## config.mk

```make
export PLATFORM = sky130hd
export DESIGN_NAME = oldland_tlb
export DESIGN_NICKNAME = d
export VERILOG_FILES = /design/src/rtl/oldland_tlb.sv
export SDC_FILE = /design/constraint.sdc
export NUM_CORES = 1
export LEC_CHECK = 0
export BUFFER_PORTS_ARGS = -buffer_cell sky130_fd_sc_hd__buf_2
export CORE_MARGIN = 3
export CORE_UTILIZATION = 61
export CTS_CLUSTER_DIAMETER = 30
export DETAILED_ROUTE_END_ITERATION = 16
export HOLD_SLACK_MARGIN = 0.12
export PLACE_DENSITY = 0.83
export SYNTH_ARGS = -nofsm -noshare
export SYNTH_HDL_FRONTEND = slang
export SYNTH_SLANG_ARGS = --single-unit
```

## constraint.sdc

```tcl
create_clock -name clk -period 4.01 [get_ports clk]
set_input_delay 0.802 -clock clk [delete_from_list [all_inputs] [get_ports clk]]
set_output_delay 0.802 -clock clk [all_outputs]
set_load 0.01 [all_outputs]
```

## src/rtl/oldland_tlb.sv

```systemverilog
// Fully-associative, software-managed TLB with 4 KiB pages and round-robin refill.
// One lookup per cycle. Results are registered, so they appear one cycle after the request.
module oldland_tlb #(
    parameter int ENTRIES = 8
) (
    input  logic        clk,
    input  logic        rst,
    input  logic        enabled,
    input  logic        translate,
    input  logic [31:0] virt,
    output logic [31:0] phys,
    output logic [1:0]  access,
    output logic        complete,
    output logic        hit,
    output logic        miss,
    output logic        miss_pending,
    output logic [19:0] miss_virt,
    input  logic        inval,
    input  logic        load,
    input  logic [19:0] load_virt,
    input  logic [19:0] load_phys,
    input  logic [1:0]  load_access
);
    localparam int IDXW = $clog2(ENTRIES);

    logic [ENTRIES-1:0] valid_q;
    logic [19:0]        vpage_q [ENTRIES];
    logic [19:0]        ppage_q [ENTRIES];
    logic [1:0]         acc_q   [ENTRIES];
    logic [IDXW-1:0]    victim_q;

    logic [31:0] phys_q,     phys_d;
    logic [1:0]  access_q,   access_d;
    logic        complete_q, complete_d;
    logic        hit_q,      hit_d;
    logic        miss_q,     miss_d;
    logic        pend_q,     pend_d;
    logic [19:0] mvirt_q,    mvirt_d;

    logic            lk_hit;
    logic [IDXW-1:0] lk_idx;
    logic            ld_hit;
    logic [IDXW-1:0] ld_idx;

    // The first match in ascending order wins, so the lowest index takes priority on duplicates.
    always_comb begin
        lk_hit = 1'b0;
        lk_idx = '0;
        ld_hit = 1'b0;
        ld_idx = '0;
        for (int unsigned i = 0; i < ENTRIES; i++) begin
            if (!lk_hit && valid_q[i] && vpage_q[i] == virt[31:12]) begin
                lk_hit = 1'b1;
                lk_idx = IDXW'(i);
            end
            if (!ld_hit && valid_q[i] && vpage_q[i] == load_virt) begin
                ld_hit = 1'b1;
                ld_idx = IDXW'(i);
            end
        end
    end

    always_comb begin
        phys_d     = phys_q;
        access_d   = access_q;
        complete_d = translate;
        hit_d      = 1'b0;
        miss_d     = 1'b0;
        pend_d     = pend_q;
        mvirt_d    = mvirt_q;
        if (translate) begin
            if (!enabled) begin
                phys_d   = virt;
                access_d = 2'b11;
                hit_d    = 1'b1;
            end else if (lk_hit) begin
                phys_d   = {ppage_q[lk_idx], virt[11:0]};
                access_d = acc_q[lk_idx];
                hit_d    = 1'b1;
            end else begin
                phys_d   = '0;
                access_d = '0;
                miss_d   = 1'b1;
            end
        end
        if (inval || load)
            pend_d = 1'b0;
        // A fresh fault outranks a refill or flush arriving in the same cycle.
        if (miss_d) begin
            pend_d  = 1'b1;
            mvirt_d = virt[31:12];
        end
    end

    always_ff @(posedge clk) begin
        if (rst) begin
            phys_q     <= '0;
            access_q   <= '0;
            complete_q <= 1'b0;
            hit_q      <= 1'b0;
            miss_q     <= 1'b0;
            pend_q     <= 1'b0;
            mvirt_q    <= '0;
        end else begin
            phys_q     <= phys_d;
            access_q   <= access_d;
            complete_q <= complete_d;
            hit_q      <= hit_d;
            miss_q     <= miss_d;
            pend_q     <= pend_d;
            mvirt_q    <= mvirt_d;
        end
    end

    always_ff @(posedge clk) begin
        if (rst) begin
            valid_q  <= '0;
            victim_q <= '0;
            for (int unsigned i = 0; i < ENTRIES; i++) begin
                vpage_q[i] <= '0;
                ppage_q[i] <= '0;
                acc_q[i]   <= '0;
            end
        end else if (inval) begin
            valid_q  <= '0;
            victim_q <= '0;
        end else if (load) begin
            if (ld_hit) begin
                ppage_q[ld_idx] <= load_phys;
                acc_q[ld_idx]   <= load_access;
            end else begin
                valid_q[victim_q] <= 1'b1;
                vpage_q[victim_q] <= load_virt;
                ppage_q[victim_q] <= load_phys;
                acc_q[victim_q]   <= load_access;
                victim_q          <= victim_q + IDXW'(1);
            end
        end
    end

    assign phys         = phys_q;
    assign access       = access_q;
    assign complete     = complete_q;
    assign hit          = hit_q;
    assign miss         = miss_q;
    assign miss_pending = pend_q;
    assign miss_virt    = mvirt_q;

endmodule

```

# Word level (Yosys, flattened, before mapping)
# Memory sizes are Yosys's and may differ from the RTL's.
# Cells that the tools add are included.
[classes] addsub=1 bitwise=3 order_cmp=2 n_mux=70 reduce_logical=55 n_eq_ne=16
[ops] cell="equality test 20 bit" n=16
[ops] cell="two-way mux 32 bit" n=2
[ops] cell="two-way mux 20 bit" n=3
[ops] cell="OR reduction 20 bit" n=3
[ops] cell="two-way mux 3 bit" n=17
[ops] cell="two-way mux 1 bit" n=43
[ops] cell="logical AND 1 bit" n=31
[ops] cell="zero test 1 bit" n=14
[ops] cell="two-way mux 2 bit" n=4
[ops] cell="OR 8 bit" n=1
[ops] cell="OR reduction 2 bit" n=4
[ops] cell="less-than comparator 3 x 4 -> 1 bit (second input constant)" n=1
[ops] cell="adder 3 x 1 -> 3 bit (second input constant)" n=1
[ops] cell="demux 1 bit (select 3 bit)" n=1
[ops] cell=">= comparator 3 x 1 -> 1 bit (second input constant)" n=1
[ops] cell="inverter 1 bit" n=2
[ops] cell="AND reduction 2 bit" n=1
[ops] cell="nonzero test 2 bit" n=1
[ops] cell="logical OR 1 bit" n=1
[totals] mem_bits_rw=336 ff_bits=69 out_inout_bits=58 inputBits=80 wordCells=159 n_memories=3
[mem_list] name="ppage_q" words=8 word_bits=20 rd=1 rd_clocked_by_memory_dff=0 write_ports=8 line="28" text="logic [19:0] ppage_q [ENTRIES];"
[mem_list] name="vpage_q" words=8 word_bits=20 rd=8 rd_clocked_by_memory_dff=0 write_ports=8 line="27" text="logic [19:0] vpage_q [ENTRIES];"
[mem_list] name="acc_q" words=8 word_bits=2 rd=1 rd_clocked_by_memory_dff=0 write_ports=8 line="29" text="logic [1:0] acc_q [ENTRIES];"

# Depth between registers and ports, before layout
# An unclocked memory read counts as a cell.
[depth] ltp_word=40 ltp_mapped=12 ltp_nobuf=9

# Worst setup path before layout
# No wires, ideal clock.
[synth_timing] path_kind="input to register" from="input virt[14]" to="register phys_q[12], in the netlist phys[12]" slack_ns=0.476 setup_ns=0.126 arrival_ns=3.408 stages=12 path_buffers=3 t_required_ns=3.884 cell_sequence="buf_4 xor2_1 or4_1 or3_1 nor4_2 o211ai_1 a31oi_1 buf_6 buf_6 mux4_2 nand2_1 nand3_1"
[synth_via] elab_chain_cells=34 word_cells_on_any_way=48 cone_classes="eq/ne: 8; mux: 17; reduce/logical: 22; memory: 1"
[synth_rtl] item="start: declaration" line="10" text="input logic [31:0] virt,"
[synth_rtl] item="equality test 20 bit" line="52" text="if (!lk_hit && valid_q[i] && vpage_q[i] == virt[31:12]) begin"
[synth_rtl] item="logical AND 1 bit" line="52"
[synth_rtl] item="two-way mux 1 bit" line="52"
[synth_rtl] item="zero test 1 bit" line="52"
[synth_rtl] item="logical AND 1 bit (2 in series)" line="52"
[synth_rtl] item="two-way mux 1 bit" line="52"
[synth_rtl] item="zero test 1 bit" line="52"
[synth_rtl] item="logical AND 1 bit (2 in series)" line="52"
[synth_rtl] item="(+14 left out)"
[synth_rtl] item="logical AND 1 bit (2 in series)" line="52"
[synth_rtl] item="two-way mux 1 bit" line="52"
[synth_rtl] item="zero test 1 bit" line="52"
[synth_rtl] item="logical AND 1 bit (2 in series)" line="52"
[synth_rtl] item="two-way mux 3 bit" line="52"
[synth_rtl] item="memory (8 x 20 bit)"
[synth_rtl] item="two-way mux 32 bit (*)" line="76" text="end else if (lk_hit) begin"
[synth_rtl] item="two-way mux 32 bit (*)" line="72" text="if (!enabled) begin"
[synth_rtl] item="end signal: assignment" line="105" text="phys_q <= phys_d;"
[synth_rtl] item="end: declaration" line="32" text="logic [31:0] phys_q, phys_d;"
# Every way passes the cells marked *; elsewhere a longest branch is shown, timed or not.
# A chain may end at the register's enable or synchronous reset.

==> run metrics <==
status finished clean; r2r startpoint vpage_q[6][15]; most frequent cells in the layout and2_1 (338), edfxtp_1 (336), xnor2_1 (238); Die ar. 36400 sq um; Slew @ Worst Pin 0.841 ns; Setup crit start vpage_q[6][15]; CP max stage cell mux4_1; RSZ-0062 raised after global routing no; CP Launch Type register; Std-Cell Rows 67; reg-to-reg slack, setup 0.29 ns; Critical Path Sink phys[30]; layout cells sized above 1 23.1%; Total Routing Usage GR 37.6%; syn nets 1783; final period utilization 92.7%; CP Data Arrival Time 4.18 ns; Vias 15.7k; Ports 138; Worst Hold Class in2reg; largest net degree at the start of global routing 56; 1st-iter DRT viols 2138; Die Wd 191 um; Max Cap Viol 0; crit path cell chain xor2_1 -> or4_1 -> or3_1 -> nor4_2 -> o211ai_1 -> a31oi_4 -> buf_4 -> mux4_1 -> nand2_1 -> nand3_1; crit path time final 3.72 ns; CTS resizes 0; Syn Inst Count 1702; H-Tree Depth 3; maximum clock insertion buffer count 3; ys async rst share 0%; post-DR vias/cell 6.42; Initial Utilization 61.9%; vias in the first global route 16.0k; WP depth 10; yosys warns 0; Hold WS 0.436 ns; DRT antenna net count 0; final worst slack 0.292 ns; clk_lat worst skew 0.60 ns; P_leak 0.00982 uW; maximum clock frequency 0.269 GHz; Num CTS Buffers 83; Netlist Area Pre-Place 20800 sq um; CTS sink cnt 405; Clk pin slew, worst setup/hold paths 0.05 ns; P&R area growth vs syn 22.6%; Routed WL 68100 um; max_slew headroom 43.7%; P per Cell Area 482 nW/um^2; r2r worst-path depth 10; most common cell after layout, fill and taps aside and2_1; Die Y 191 um; setup bufs post-CTS 0; CP bufs+invs 1; CP top delay family simple AND/OR/NAND/NOR gates; Setup Viol. Count Final 0; core area 33600 sq um; Post-synth EDFFs 336; Hold Fails Final Rpt 0; initial antenna violation count 2; dpl ws -0.0610 ns; Residual DRC 0; WS Path Type reg2reg; main flop type after synthesis edfxtp_1; CTS root buffer clkbuf_16; global-route wire length before repair 100000 um; drt pass-1 iters 6; Post-CTS Hold Fix Bufs 0; design area 25500 sq um; Post-DP Area 22900 sq um; syn avg cell area 12.2 sq um; Unique masters post-synth 60; reg-to-reg critical path endpoint phys[30]; post-synthesis sequential area ratio 55.1%; GPL Wtd Cong 0.965; WL per Instance 27.8 um; worst vdd ir 0.558 mV; peak fanout along the critical path 12; # port buffers 137; grt ovf 0; CP max stage delay 0.67 ns; clock skew 0.0261 ns; Slew Viols, Final 0; required time worst endpoint 4.47 ns; # fillers 1998; CTS tree done; Synth Register Bits 405; Worst setup EP type register; hpwl dp 43700 um; nets 2013
## cell type report
type | count | area [sq um] | share of cell area (%)
repair buffers | 267 | 2000 | 7.83
multi-input cells | 1170 | 8810 | 34.5
flip-flops and latches | 405 | 11500 | 44.9
inverters | 5 | 18.8 | 0.0735
clock buffers | 107 | 2300 | 9.02
diodes | 1 | 2.50 | 0.00981
clock inverters | 46 | 357 | 1.40
well taps | 448 | 561 | 2.20
## Yosys cell counts (2+ instances only)
cell       count  share of area [%]
a31oi_1        2              0.060
a21o_1         9               0.32
buf_4          2              0.072
a22oi_1       22               0.79
o21ai_0        5               0.12
mux2i_1       27                1.3
nand2b_1      15               0.45
nor3b_1       10               0.36
mux4_2        30                3.2
nand4_1       81                2.4
buf_6          5               0.27
nand3_1       58                1.4
buf_2         23               0.55
a221o_1        2              0.096
xor2_1        85                3.6
nor2_1        38               0.69
and3b_1        2              0.084
dfxtp_1       69                6.6
or3b_2         4               0.17
nand4b_1       5               0.21
xnor2_1      238                 10
nor4_1        39                1.2
nor3_1         7               0.17
or4_1          2              0.072
mux4_1        10                1.3
nor4b_1        5               0.21
or3_1          2              0.060
and2_1       338                 10
nor2b_1        6               0.18
nand2_1       60                1.1
a21oi_1       14               0.34
or4b_1         2              0.096
or2_2         20               0.60
inv_1          5              0.090
edfxtp_1     336                 48
o2bb2ai_1      2              0.084
mux2_2         2               0.11
clkbuf_1      91                1.6
and3_1         3              0.090
and4_1         6               0.25
## worst min-delay path by stage
stage	cells after the start	slack (ns)	endpoint	startpoint
2_1_floorplan	1	0.46	valid_q[6]	valid_q[6]
3_3_place_gp	2	0.45	phys[9]	phys[9]
3_5_place_dp	2	0.46	phys[2]	phys[2]
4_1_cts	2	0.42	victim_q[2]	inval
5_1_grt	2	0.44	victim_q[2]	inval
6_report	2	0.44	victim_q[2]	inval
## per-stage QoR
step / total power (uW) / instances / util [%] / TNS [ns]
detailed placement: 5850 / 2295 / 68.0 / -0.745
CTS: 12300 / 2448 / 75.9 / 0
floorplan: 5410 / 1702 / - / 0
global route: 12600 / 2448 / 75.9 / 0
global placement: 5830 / 2295 / 68.0 / -0.204
finish: 12300 / 2449 / 75.9 / 0
## routing by layer
layer  routed length (um)  track usage [%]  share of wire (%)
met4                 4060             20.3                6.0
met3                 8690             9.26                 13
met1                24000             48.0                 35
met5                    0                0                  0
met2                31300             59.5                 46
## report_power, final
part           total [uW]  internal, uW  switching (uW)
clock                6460          4180            2280
combinational        1000           396             605
sequential           4830          4720             107
## flip-flops by register name, indices dropped and copies added, names as in the netlist, 2 cells and up
name and flops:
acc_q 16, access 2, valid_q 8, ppage_q 160, miss_virt 20, vpage_q 160
phys 32, victim_q 3
## cells by family after synthesis
group                    count (synthesis)  synth area share (%)
AND/OR/NAND/NOR                        710                  20.3
flip-flops                             405                  55.1
XOR/XNOR                               323                  13.6
buffers and inverters                  127                  2.72
multiplexers                            69                  5.92
AO/OA/AOI/OAI                           67                  2.27
adder cells (fa/ha/maj)                  1                0.0601
Power figures use the tool's default switching activity.
